<file path="src/rtl/imm_ext_pkg.sv">
// -----------------------------------------------------------------------------
// imm_ext_pkg
// Shared constants for the registered immediate generator (imm_ext_stage).
//   EXT_OP_W      : width of the one-hot extension opcode.
//   EXT_CTRL_*    : one-hot ext_op encodings, one bit per immediate format.
//   XLEN_DEFAULT  : default datapath width.
// Optional feature macro used by imm_decode: IMM_EXT_ZICSR_EN.
// -----------------------------------------------------------------------------
package imm_ext_pkg;

  localparam int EXT_OP_W     = 7;
  localparam int XLEN_DEFAULT = 32;

  localparam logic [EXT_OP_W-1:0] EXT_CTRL_JTYPE       = 7'b000_0001;
  localparam logic [EXT_OP_W-1:0] EXT_CTRL_UTYPE       = 7'b000_0010;
  localparam logic [EXT_OP_W-1:0] EXT_CTRL_BTYPE       = 7'b000_0100;
  localparam logic [EXT_OP_W-1:0] EXT_CTRL_STYPE       = 7'b000_1000;
  localparam logic [EXT_OP_W-1:0] EXT_CTRL_ITYPE       = 7'b001_0000;
  localparam logic [EXT_OP_W-1:0] EXT_CTRL_ITYPE_SHAMT = 7'b010_0000;
  localparam logic [EXT_OP_W-1:0] EXT_CTRL_ZIMM        = 7'b100_0000;

endpackage : imm_ext_pkg

</file>
<file path="src/rtl/imm_decode.sv">
// -----------------------------------------------------------------------------
// imm_decode
// Purely combinational immediate extractor for RV32/RV64 instruction formats.
// Parameters:
//   XLEN   : output width, 32 or 64.
// Ports:
//   instr  : in,  32-bit instruction word.
//   ext_op : in,  one-hot format select (see EXT_CTRL_* in imm_ext_pkg).
//   imm    : out, XLEN-wide extended immediate (0 when err is set).
//   err    : out, ext_op not one-hot, or it selects a disabled format.
// Configuration:
//   IMM_EXT_ZICSR_EN defined   -> ZIMM yields zero-extended instr[19:15].
//   IMM_EXT_ZICSR_EN undefined -> ZIMM is treated as an illegal opcode.
// -----------------------------------------------------------------------------
module imm_decode
  import imm_ext_pkg::*;
#(
  parameter int XLEN = XLEN_DEFAULT
) (
  input  logic [31:0]         instr,
  input  logic [EXT_OP_W-1:0] ext_op,
  output logic [XLEN-1:0]     imm,
  output logic                err
);

  // Raw immediate fields, reassembled in their architectural bit order.
  logic [11:0] i_field;
  logic [11:0] s_field;
  logic [12:0] b_field;
  logic [31:0] u_field;
  logic [20:0] j_field;

  assign i_field = instr[31:20];
  assign s_field = {instr[31:25], instr[11:7]};
  assign b_field = {instr[31], instr[7], instr[30:25], instr[11:8], 1'b0};
  assign u_field = {instr[31:12], 12'b0};
  assign j_field = {instr[31], instr[19:12], instr[20], instr[30:21], 1'b0};

  // A size cast of a signed operand sign-extends to XLEN, which keeps the
  // formulas identical for both datapath widths.
  always_comb begin
    // NOTE: every output gets a default before the case so that no path leaves
    // it unassigned; a missing default here would infer a latch.
    imm = '0;
    err = 1'b0;
    // Only exact one-hot codes match an item; anything else (including zero or
    // multiple bits) falls to the default and is flagged.
    case (ext_op)
      EXT_CTRL_ITYPE: imm = XLEN'($signed(i_field));
      EXT_CTRL_STYPE: imm = XLEN'($signed(s_field));
      EXT_CTRL_BTYPE: imm = XLEN'($signed(b_field));
      EXT_CTRL_UTYPE: imm = XLEN'($signed(u_field));
      EXT_CTRL_JTYPE: imm = XLEN'($signed(j_field));
      EXT_CTRL_ITYPE_SHAMT: begin
        // RV64 shifts use a 6-bit shamt; RV32 only 5 bits.
        if (XLEN == 64) imm = XLEN'(instr[25:20]);
        else            imm = XLEN'(instr[24:20]);
      end
`ifdef IMM_EXT_ZICSR_EN
      EXT_CTRL_ZIMM:  imm = XLEN'(instr[19:15]);
`endif
      default: begin
        imm = '0;
        err = 1'b1;
      end
    endcase
  end

endmodule : imm_decode

</file>
<file path="src/rtl/imm_ext_stage.sv">
// -----------------------------------------------------------------------------
// imm_ext_stage
// Registered immediate generator for the decode/execute boundary. Decodes the
// immediate combinationally (imm_decode) and holds results in a main output
// register backed by a one-entry skid register, giving a 2-deep FIFO with a
// valid/ready handshake on both sides and a synchronous flush.
// Parameters:
//   XLEN  : datapath width, 32 or 64.
//   TAG_W : width of the sideband tag carried with each entry.
// Ports:
//   clk, rst  : clock (rising edge), asynchronous active-high reset.
//   flush     : synchronous flush; drops both entries and any same-cycle accept.
//   in_valid  : upstream presents instr/ext_op/in_tag.
//   in_ready  : stage can accept (skid register empty).
//   instr     : 32-bit instruction word.
//   ext_op    : one-hot immediate format select.
//   in_tag    : sideband tag.
//   out_valid : immout/out_tag/imm_err are valid.
//   out_ready : downstream accepts the current output.
//   immout    : generated immediate.
//   out_tag   : tag belonging to immout.
//   imm_err   : ext_op was illegal for this entry.
// Configuration: IMM_EXT_ZICSR_EN enables the ZIMM format (see imm_decode).
// -----------------------------------------------------------------------------
module imm_ext_stage
  import imm_ext_pkg::*;
#(
  parameter int XLEN  = XLEN_DEFAULT,
  parameter int TAG_W = 5
) (
  input  logic                clk,
  input  logic                rst,
  input  logic                flush,
  input  logic                in_valid,
  output logic                in_ready,
  input  logic [31:0]         instr,
  input  logic [EXT_OP_W-1:0] ext_op,
  input  logic [TAG_W-1:0]    in_tag,
  output logic                out_valid,
  input  logic                out_ready,
  output logic [XLEN-1:0]     immout,
  output logic [TAG_W-1:0]    out_tag,
  output logic                imm_err
);

  // ---------------------------------------------------------------------------
  // Decode
  // ---------------------------------------------------------------------------
  logic [XLEN-1:0] dec_imm;
  logic            dec_err;

  imm_decode #(
    .XLEN (XLEN)
  ) u_imm_decode (
    .instr  (instr),
    .ext_op (ext_op),
    .imm    (dec_imm),
    .err    (dec_err)
  );

  // ---------------------------------------------------------------------------
  // Storage: main (output) register and skid register
  // ---------------------------------------------------------------------------
  logic             main_valid_q, main_valid_d;
  logic [XLEN-1:0]  main_imm_q,   main_imm_d;
  logic [TAG_W-1:0] main_tag_q,   main_tag_d;
  logic             main_err_q,   main_err_d;

  logic             skid_valid_q, skid_valid_d;
  logic [XLEN-1:0]  skid_imm_q,   skid_imm_d;
  logic [TAG_W-1:0] skid_tag_q,   skid_tag_d;
  logic             skid_err_q,   skid_err_d;

  logic accept;
  logic out_xfer;

  // Ready depends only on state, never on out_ready, so there is no
  // combinational path from downstream back to upstream.
  assign in_ready  = !skid_valid_q;
  assign accept    = in_valid && in_ready;
  assign out_valid = main_valid_q;
  assign out_xfer  = main_valid_q && out_ready;

  assign immout  = main_imm_q;
  assign out_tag = main_tag_q;
  assign imm_err = main_err_q;

  always_comb begin
    main_valid_d = main_valid_q;
    main_imm_d   = main_imm_q;
    main_tag_d   = main_tag_q;
    main_err_d   = main_err_q;
    skid_valid_d = skid_valid_q;
    skid_imm_d   = skid_imm_q;
    skid_tag_d   = skid_tag_q;
    skid_err_d   = skid_err_q;

    if (flush) begin
      // Flush outranks accept and transfer; data contents are left as-is.
      main_valid_d = 1'b0;
      skid_valid_d = 1'b0;
    end else if (!main_valid_q || out_xfer) begin
      // Main is free this cycle. The older skid entry goes first to keep FIFO
      // order; an accept cannot coincide with it because in_ready is low while
      // skid is occupied.
      if (skid_valid_q) begin
        main_valid_d = 1'b1;
        main_imm_d   = skid_imm_q;
        main_tag_d   = skid_tag_q;
        main_err_d   = skid_err_q;
        skid_valid_d = 1'b0;
      end else if (accept) begin
        main_valid_d = 1'b1;
        main_imm_d   = dec_imm;
        main_tag_d   = in_tag;
        main_err_d   = dec_err;
      end else begin
        main_valid_d = 1'b0;
      end
    end else if (accept) begin
      // Main is stalled: park the new entry in skid, which drops in_ready.
      skid_valid_d = 1'b1;
      skid_imm_d   = dec_imm;
      skid_tag_d   = in_tag;
      skid_err_d   = dec_err;
    end
  end

  // NOTE: state is updated only with non-blocking assignments so every flop
  // samples the pre-edge values of the others, independent of statement order.
  // NOTE: the data registers are reset as well so immout/out_tag/imm_err read
  // as zero out of reset; the skid data follows the same rule for uniformity.
  always_ff @(posedge clk or posedge rst) begin
    if (rst) begin
      main_valid_q <= 1'b0;
      main_imm_q   <= '0;
      main_tag_q   <= '0;
      main_err_q   <= 1'b0;
      skid_valid_q <= 1'b0;
      skid_imm_q   <= '0;
      skid_tag_q   <= '0;
      skid_err_q   <= 1'b0;
    end else begin
      main_valid_q <= main_valid_d;
      main_imm_q   <= main_imm_d;
      main_tag_q   <= main_tag_d;
      main_err_q   <= main_err_d;
      skid_valid_q <= skid_valid_d;
      skid_imm_q   <= skid_imm_d;
      skid_tag_q   <= skid_tag_d;
      skid_err_q   <= skid_err_d;
    end
  end

endmodule : imm_ext_stage

</file>
<file path="config.mk">
export PLATFORM = sky130hd
export DESIGN_NAME = imm_ext_stage
export DESIGN_NICKNAME = d
export VERILOG_FILES = /design/src/rtl/imm_ext_pkg.sv /design/src/rtl/imm_decode.sv /design/src/rtl/imm_ext_stage.sv
export SDC_FILE = /design/constraint.sdc
export NUM_CORES = 1
export LEC_CHECK = 0
export ABC_CLOCK_PERIOD_IN_PS = 3500
export BUFFER_PORTS_ARGS = -buffer_cell sky130_fd_sc_hd__buf_2
export CAP_MARGIN = 20
export CORE_MARGIN = 4
export CORE_UTILIZATION = 54
export CTS_CLUSTER_SIZE = 8
export DETAILED_ROUTE_END_ITERATION = 16
export GPL_ROUTABILITY_DRIVEN = 1
export GPL_TIMING_DRIVEN = 0
export PLACE_DENSITY = 0.89
export SKIP_CTS_REPAIR_TIMING = 1
export SLEW_MARGIN = 20
export SYNTH_ARGS = -nofsm -noshare
export SYNTH_HDL_FRONTEND = slang
export SYNTH_SLANG_ARGS = --single-unit
</file>
<file path="constraint.sdc">
create_clock -name clk -period 3.5 [get_ports clk]
set_input_delay 1.05 -clock clk [delete_from_list [all_inputs] [get_ports clk]]
set_output_delay 1.05 -clock clk [all_outputs]
set_load 0.03 [all_outputs]
</file>
==> results of run 1 <==
-- sequential cells by signal, indices dropped and copies added (netlist names) --
name          count
imm_err           1
immout           32
out_tag           5
out_valid         1
skid_err_q        1
skid_imm_q       32
skid_tag_q        5
skid_valid_q      1
-- power by group through the flow --
stage / sequential (mW) / clock (mW) / combinational, mW
2_1_floorplan: 1.25 / 0 / 0.229
3_3_place_gp: 1.13 / 0 / 0.494
3_5_place_dp: 1.14 / 0 / 0.513
4_1_cts: 1.12 / 0.715 / 0.518
5_1_grt: 1.14 / 0.757 / 0.567
6_report: 1.12 / 0.722 / 0.517
-- tightest hold or removal path, cell delays in order, from the launching register on --
cell,delay [ps]
dfrtp_1,350
nand2_1,50
nand2_1,60
-- logic make-up (layout without fill, tap and decap cells) --
kind of cell	after synthesis	after routing
and+or+nand+nor	159	159
AOI/OAI and AO/OA	107	107
DFF	78	78
buffers and inverters	49	146
muxes	7	7
xor gates and xnor gates	3	3
-- metal layers --
layer / routed length, µm / share of wire [%] / track usage, % / vias up
met2: 4940 / 48 / 40.6 / 195
met3: 890 / 8.6 / 5.66 / 24
met1: 4250 / 41 / 34.6 / 1673
met4: 272 / 2.6 / 11.9 / 0
met5: 0 / 0 / 0 / -
li1: - / - / - / 1637
-- metrics by stage --
stage,cell area [µm²],TNS (ps),hold WS (ps),util (%),power [mW]
floorplan,3790,0,441,-,1.48
global placement,4310,-29350,455,63.4,1.62
detailed placement,4330,0,467,63.8,1.65
CTS,4540,0,488,66.9,2.35
global route,4540,0,517,66.9,2.46
finish,4540,0,484,66.9,2.36
-- area by class of cell --
type,count,area [µm²],share of cell area (%)
buffer,30,145,3.19
clock buffer,14,173,3.80
timing repair buffer,81,420,9.25
multi-input combinational,276,1620,35.7
inverter,19,73.8,1.62
sequential,78,1950,43.0
tap,96,120,2.64
clock inverter,2,38.8,0.854
-- path summary, 6_finish.rpt --
| path | startpoint | endpoint | slack (ps) | cells past startpoint |
|---|---|---|---|---|
| worst max-delay path | skid_valid_q | in_ready | 590 | 4 |
| worst min-delay path | skid_tag_q[1] | skid_tag_q[1] | 480 | 2 |
| worst max register to register | out_valid | immout[3] | 1350 | 5 |
| worst min register to register | skid_tag_q[1] | skid_tag_q[1] | 480 | 2 |
| max in group asynchronous | rst | immout[3] | 2210 | 3 |
| min in group asynchronous | rst | skid_imm_q[9] | 700 | 2 |
-- cells in the final DEF (no fill, tap or decap), types with 6 or more instances in the layout --
cell      Yosys  final
o22ai_1       6      6
o21ai_0       6      6
clkbuf_1     15     17
dfrtp_1      78     78
nor4_1       19     19
o21bai_1     11     11
clkbuf_8      0     12
inv_1        19     18
mux2i_1       6      6
nor2_1       43     43
nor3_1       17     17
o31ai_1       8      8
buf_2        11     91
a31oi_1      23     23
a211oi_1     15     15
nand2_1      51     51
a21oi_1      23     23
==> results.tsv, run 1 <==
metric	value	unit
grt_max_degree	43	
worstMarginPinSlew	724	ps
dr_total_vias	3529	
finalHoldViolations	0	
yosys.area_share.adder	0	%
setup.worst_path.class	reg2out	
grt.overflow.total	0	
cpMaxStageDelayCell	dfrtp_1	
min_period	2910	ps
drt_iter0_drc	281	
detail_route.vias_per_cell	5.92	
synth_fp_nets	452	
async_reset_ff_share	100	%
synth_top_area_share	51.5	%
p_leak	1.96	nW
grt_pass1_vias	3487	
hold_class	reg2reg	
synth_seq_area_share	51.5	%
drive_above_1_share	25.6	%
drtAntennaViolNets	0	
cts-root-buf	clkbuf_8	
cts_tree	built	
rsz0062_at_grt	no	
synth-simple-area-share	21.2	%
status	finished, final reports clean	
maxCapViolations	0	
cts_buffer_depth	2	
max_freq	343	MHz
cp_num_buf_inv	4	
syn_inst	403	
die_h	91.8	µm
p_clk_share	30.6	%
synthTopCellsByArea	dfrtp_1 52%, nand2_1 5.1%, nor2_1 4.3%	
synth-seq-cells	78	
synth_xor_area_share	0.694	%
synth_top_family_by_area	simple AND/OR/NAND/NOR gates	
synth-edff-count	0	
initial_core_util	55.8	%
arrival	1860	ps
vdd_drop_max	215	µV
cpPeakStageDelay	400	ps
synth_compound_area_share	19.0	%
synth_ff_type	dfrtp_1	
avgSynthCellArea	9.40	µm²
nets	544	
power.net_switching	751	µW
comb_power_share	21.9	%
drt_wl_total	10400	µm
p_seq_share	47.5	%
min_period_over_period	83.2	%
first_pass_iters	5	
slew_headroom	51.7	%
dpl_worst_slack	714	ps
grt.total_usage	25.9	%
post-synth-top-area-cell	dfrtp_1	
power.density	520	nW/µm²
synthMuxAreaShare	1.88	%
area.growth.synth_to_final	19.9	%
netlist_top_cells_count	78 x dfrtp_1, 51 x nand2_1, 43 x nor2_1, 23 x a21oi_1, 23 x a31oi_1	
grt_pass1_wl	17200	µm
crit_fanout	10	
fillers	518	
dp.cells	580	
ctsHtreeMaxLevel	3	
antenna_cells	0	
die_area	8420	µm²
gp_congestion	0.890	
slew_violations	0	
cp_cell_sequence	buf_2 > inv_1 > clkbuf_1 > buf_2	
grt_antenna_before_repair	0	
required	2450	ps
fin_skew	8.56	ps
insertion_delay	370	ps
cp-end-kind	output pin	
final_cells	596	
ys_warn_count	0	
swShare	31.8	%
crit_family	buffers and inverters	
drc	0	
wire_per_inst	17.4	µm
crit_top_cell	buf_2	
die_w	91.8	µm
clkTransAtPathRegs	80	ps
cts_buffers	9	
dp_hpwl	7230	µm
num_rows	30	
final-setup-viol-count	0	
worst_slack	587	ps
syn-cell-area	3790	µm²
netlist-cell-type-count	50	
p_int	1.61	mW
startpoint_type	flip-flop	
yosysMostFrequentCell	dfrtp_1	
pin_count	89	
coreArea	6790	µm²
cts_sinks	78	
io_buffers	80	
Note: power is estimated with default switching activity, not from simulation.
==> run 2, diff against run 1 <==
--- a/config.mk
+++ b/config.mk
@@ -5,16 +5,16 @@
 export SDC_FILE = /design/constraint.sdc
 export NUM_CORES = 1
 export LEC_CHECK = 0
-export ABC_CLOCK_PERIOD_IN_PS = 3500
+export ABC_CLOCK_PERIOD_IN_PS = 2450
 export BUFFER_PORTS_ARGS = -buffer_cell sky130_fd_sc_hd__buf_2
 export CAP_MARGIN = 20
 export CORE_MARGIN = 4
-export CORE_UTILIZATION = 54
+export CORE_UTILIZATION = 48
 export CTS_CLUSTER_SIZE = 8
 export DETAILED_ROUTE_END_ITERATION = 16
 export GPL_ROUTABILITY_DRIVEN = 1
 export GPL_TIMING_DRIVEN = 0
-export PLACE_DENSITY = 0.89
+export PLACE_DENSITY = 0.84
 export SKIP_CTS_REPAIR_TIMING = 1
 export SLEW_MARGIN = 20
 export SYNTH_ARGS = -nofsm -noshare
==> constraint.sdc (replaced) <==
create_clock -name clk -period 2.45 [get_ports clk]
set_input_delay 0.735 -clock clk [delete_from_list [all_inputs] [get_ports clk]]
set_output_delay 0.735 -clock clk [all_outputs]
set_load 0.03 [all_outputs]
==> run 2 against run 1 <==
  * Worst setup slack got worse by 510 ps
  * First-iteration DRC count fell by 14%
  * Critical path depth fell by 1
  * Core utilization fell by 7.3 points
  * Flip-flop and latch count did not move
  * Count of clock-buffer cells in the layout fell by 3
  * Clock power rose by 51%
  * Via count fell by 1.0%
==> results.tsv, run 2 (same netlist as run 1, synthesis figures left out) <==
metric	value	unit
worstMarginPinSlew	742	ps
drt_wl_total	10500	µm
io_buffers	80	
grt_pass1_vias	3529	
grt.total_usage	23.1	%
antenna_cells	0	
clkTransAtPathRegs	80	ps
cts_buffers	9	
grt_pass1_wl	17600	µm
nets	544	
area.growth.synth_to_final	21.0	%
cpPeakStageDelay	370	ps
die_area	9380	µm²
regArea	1950	µm²
drc	0	
cp-end-kind	output pin	
die_h	96.8	µm
die_w	96.8	µm
final_cells	602	
arrival	1630	ps
fin_skew	11.0	ps
required	1710	ps
design_area	4580	µm²
num_rows	32	
min_period_over_period	96.7	%
grt.overflow.total	0	
slew_headroom	50.5	%
first_pass_iters	5	
hold_class	in2async	
crit_top_cell	buf_2	
cpMaxStageDelayCell	dfrtp_1	
ctsHtreeMaxLevel	3	
maxCapViolations	0	
cts-root-buf	clkbuf_8	
dpl_worst_slack	-30.6	ps
detail_route.vias_per_cell	5.80	
drive_above_1_share	26.2	%
slew_violations	0	
startpoint_type	flip-flop	
power.density	750	nW/µm²
crit_family	buffers and inverters	
cts_buffer_depth	2	
multi_input_area	1620	µm²
gp_congestion	0.960	
coreArea	7690	µm²
max_freq	422	MHz
drt_iter0_drc	241	
rsz0062_at_grt	no	
cp_cell_sequence	buf_2 > clkinvlp_4 > buf_2	
initial_core_util	49.3	%
insertion_delay	370	ps
p_leak	1.97	nW
dr_total_vias	3492	
grt_max_degree	36	
cts_sinks	78	
dp.cells	587	
dp_hpwl	7510	µm
vdd_drop_max	301	µV
cts_tree	built	
crit_fanout	14	
mostFrequentLayoutCells	91 x buf_2, 78 x dfrtp_1, 51 x nand2_1, 43 x nor2_1	
finalHoldViolations	0	
place_area	4360	µm²
finalSetupTns	0	ps
status	finished, final reports clean	
mostFrequentLayoutCell	buf_2	
grt_antenna_before_repair	0	
final-setup-viol-count	0	
fillers	676	
pin_count	89	
setup.worst_path.class	reg2out	
wire_per_inst	17.4	µm
drtAntennaViolNets	0	
cp_num_buf_inv	3	
worst_slack	81.3	ps
min_period	2370	ps
## run 2: changes by cell type in the layout (fill, tap and decap cells not counted), sizes merged
cell / before / now
bufinv: 1 / 2
buf: 96 / 97
clkinvlp: 0 / 3
clkbuf: 29 / 25
inv: 19 / 18
## run 2: power by group
group | leakage (nW) | switching (mW) | total [mW] | internal [mW]
combinational | 0.887 | 0.489 | 0.740 | 0.251
clock | 0.110 | 0.491 | 1.09 | 0.604
sequential | 0.968 | 0.109 | 1.60 | 1.50
total | 1.97 | 1.09 | 3.44 | 2.35
## run 2: area by class of cell
class,instances,share of cell area (%)
Buffer,29,3.08
Clock buffer,11,3.08
Clock inverter,5,1.77
Inverter,19,1.72
Multi-Input combinational cell,276,35.4
Sequential cell,78,42.6
Tap cell,102,2.78
Timing Repair Buffer,82,9.61
## run 2: per-stage QoR
| stage | hold WS (ps) | total power [mW] | utilization, % |
|---|---|---|---|
| 2_1_floorplan | 441 | 2.11 | - |
| 3_3_place_gp | 455 | 2.32 | 56.2 |
| 3_5_place_dp | 471 | 2.37 | 56.7 |
| 4_1_cts | 352 | 3.44 | 59.6 |
| 5_1_grt | 361 | 3.59 | 59.6 |
| 6_report | 343 | 3.44 | 59.6 |
## run 2: per-layer routing
layer	up-vias	global-route usage, %	part of all wire [%]
li1	1646	-	-
met1	1677	30.6	42
met2	143	37.2	48
met3	26	4.90	7.8
met4	0	9.29	2.5
met5	-	0	0
## run 2: path summary, 6_finish.rpt
| kind | start | endpoint | slack [ps] | cells after the start |
|---|---|---|---|---|
| max in group asynchronous | rst | skid_imm_q[24] | 1630 | 3 |
| min in group clk | skid_tag_q[2] | skid_tag_q[2] | 490 | 2 |
| worst max-delay path | skid_valid_q | in_ready | 80 | 3 |
| worst min-delay path | rst | skid_imm_q[4] | 340 | 2 |
| worst max register to register | out_valid | immout[31] | 270 | 5 |
| worst min register to register | skid_tag_q[2] | skid_tag_q[2] | 490 | 2 |
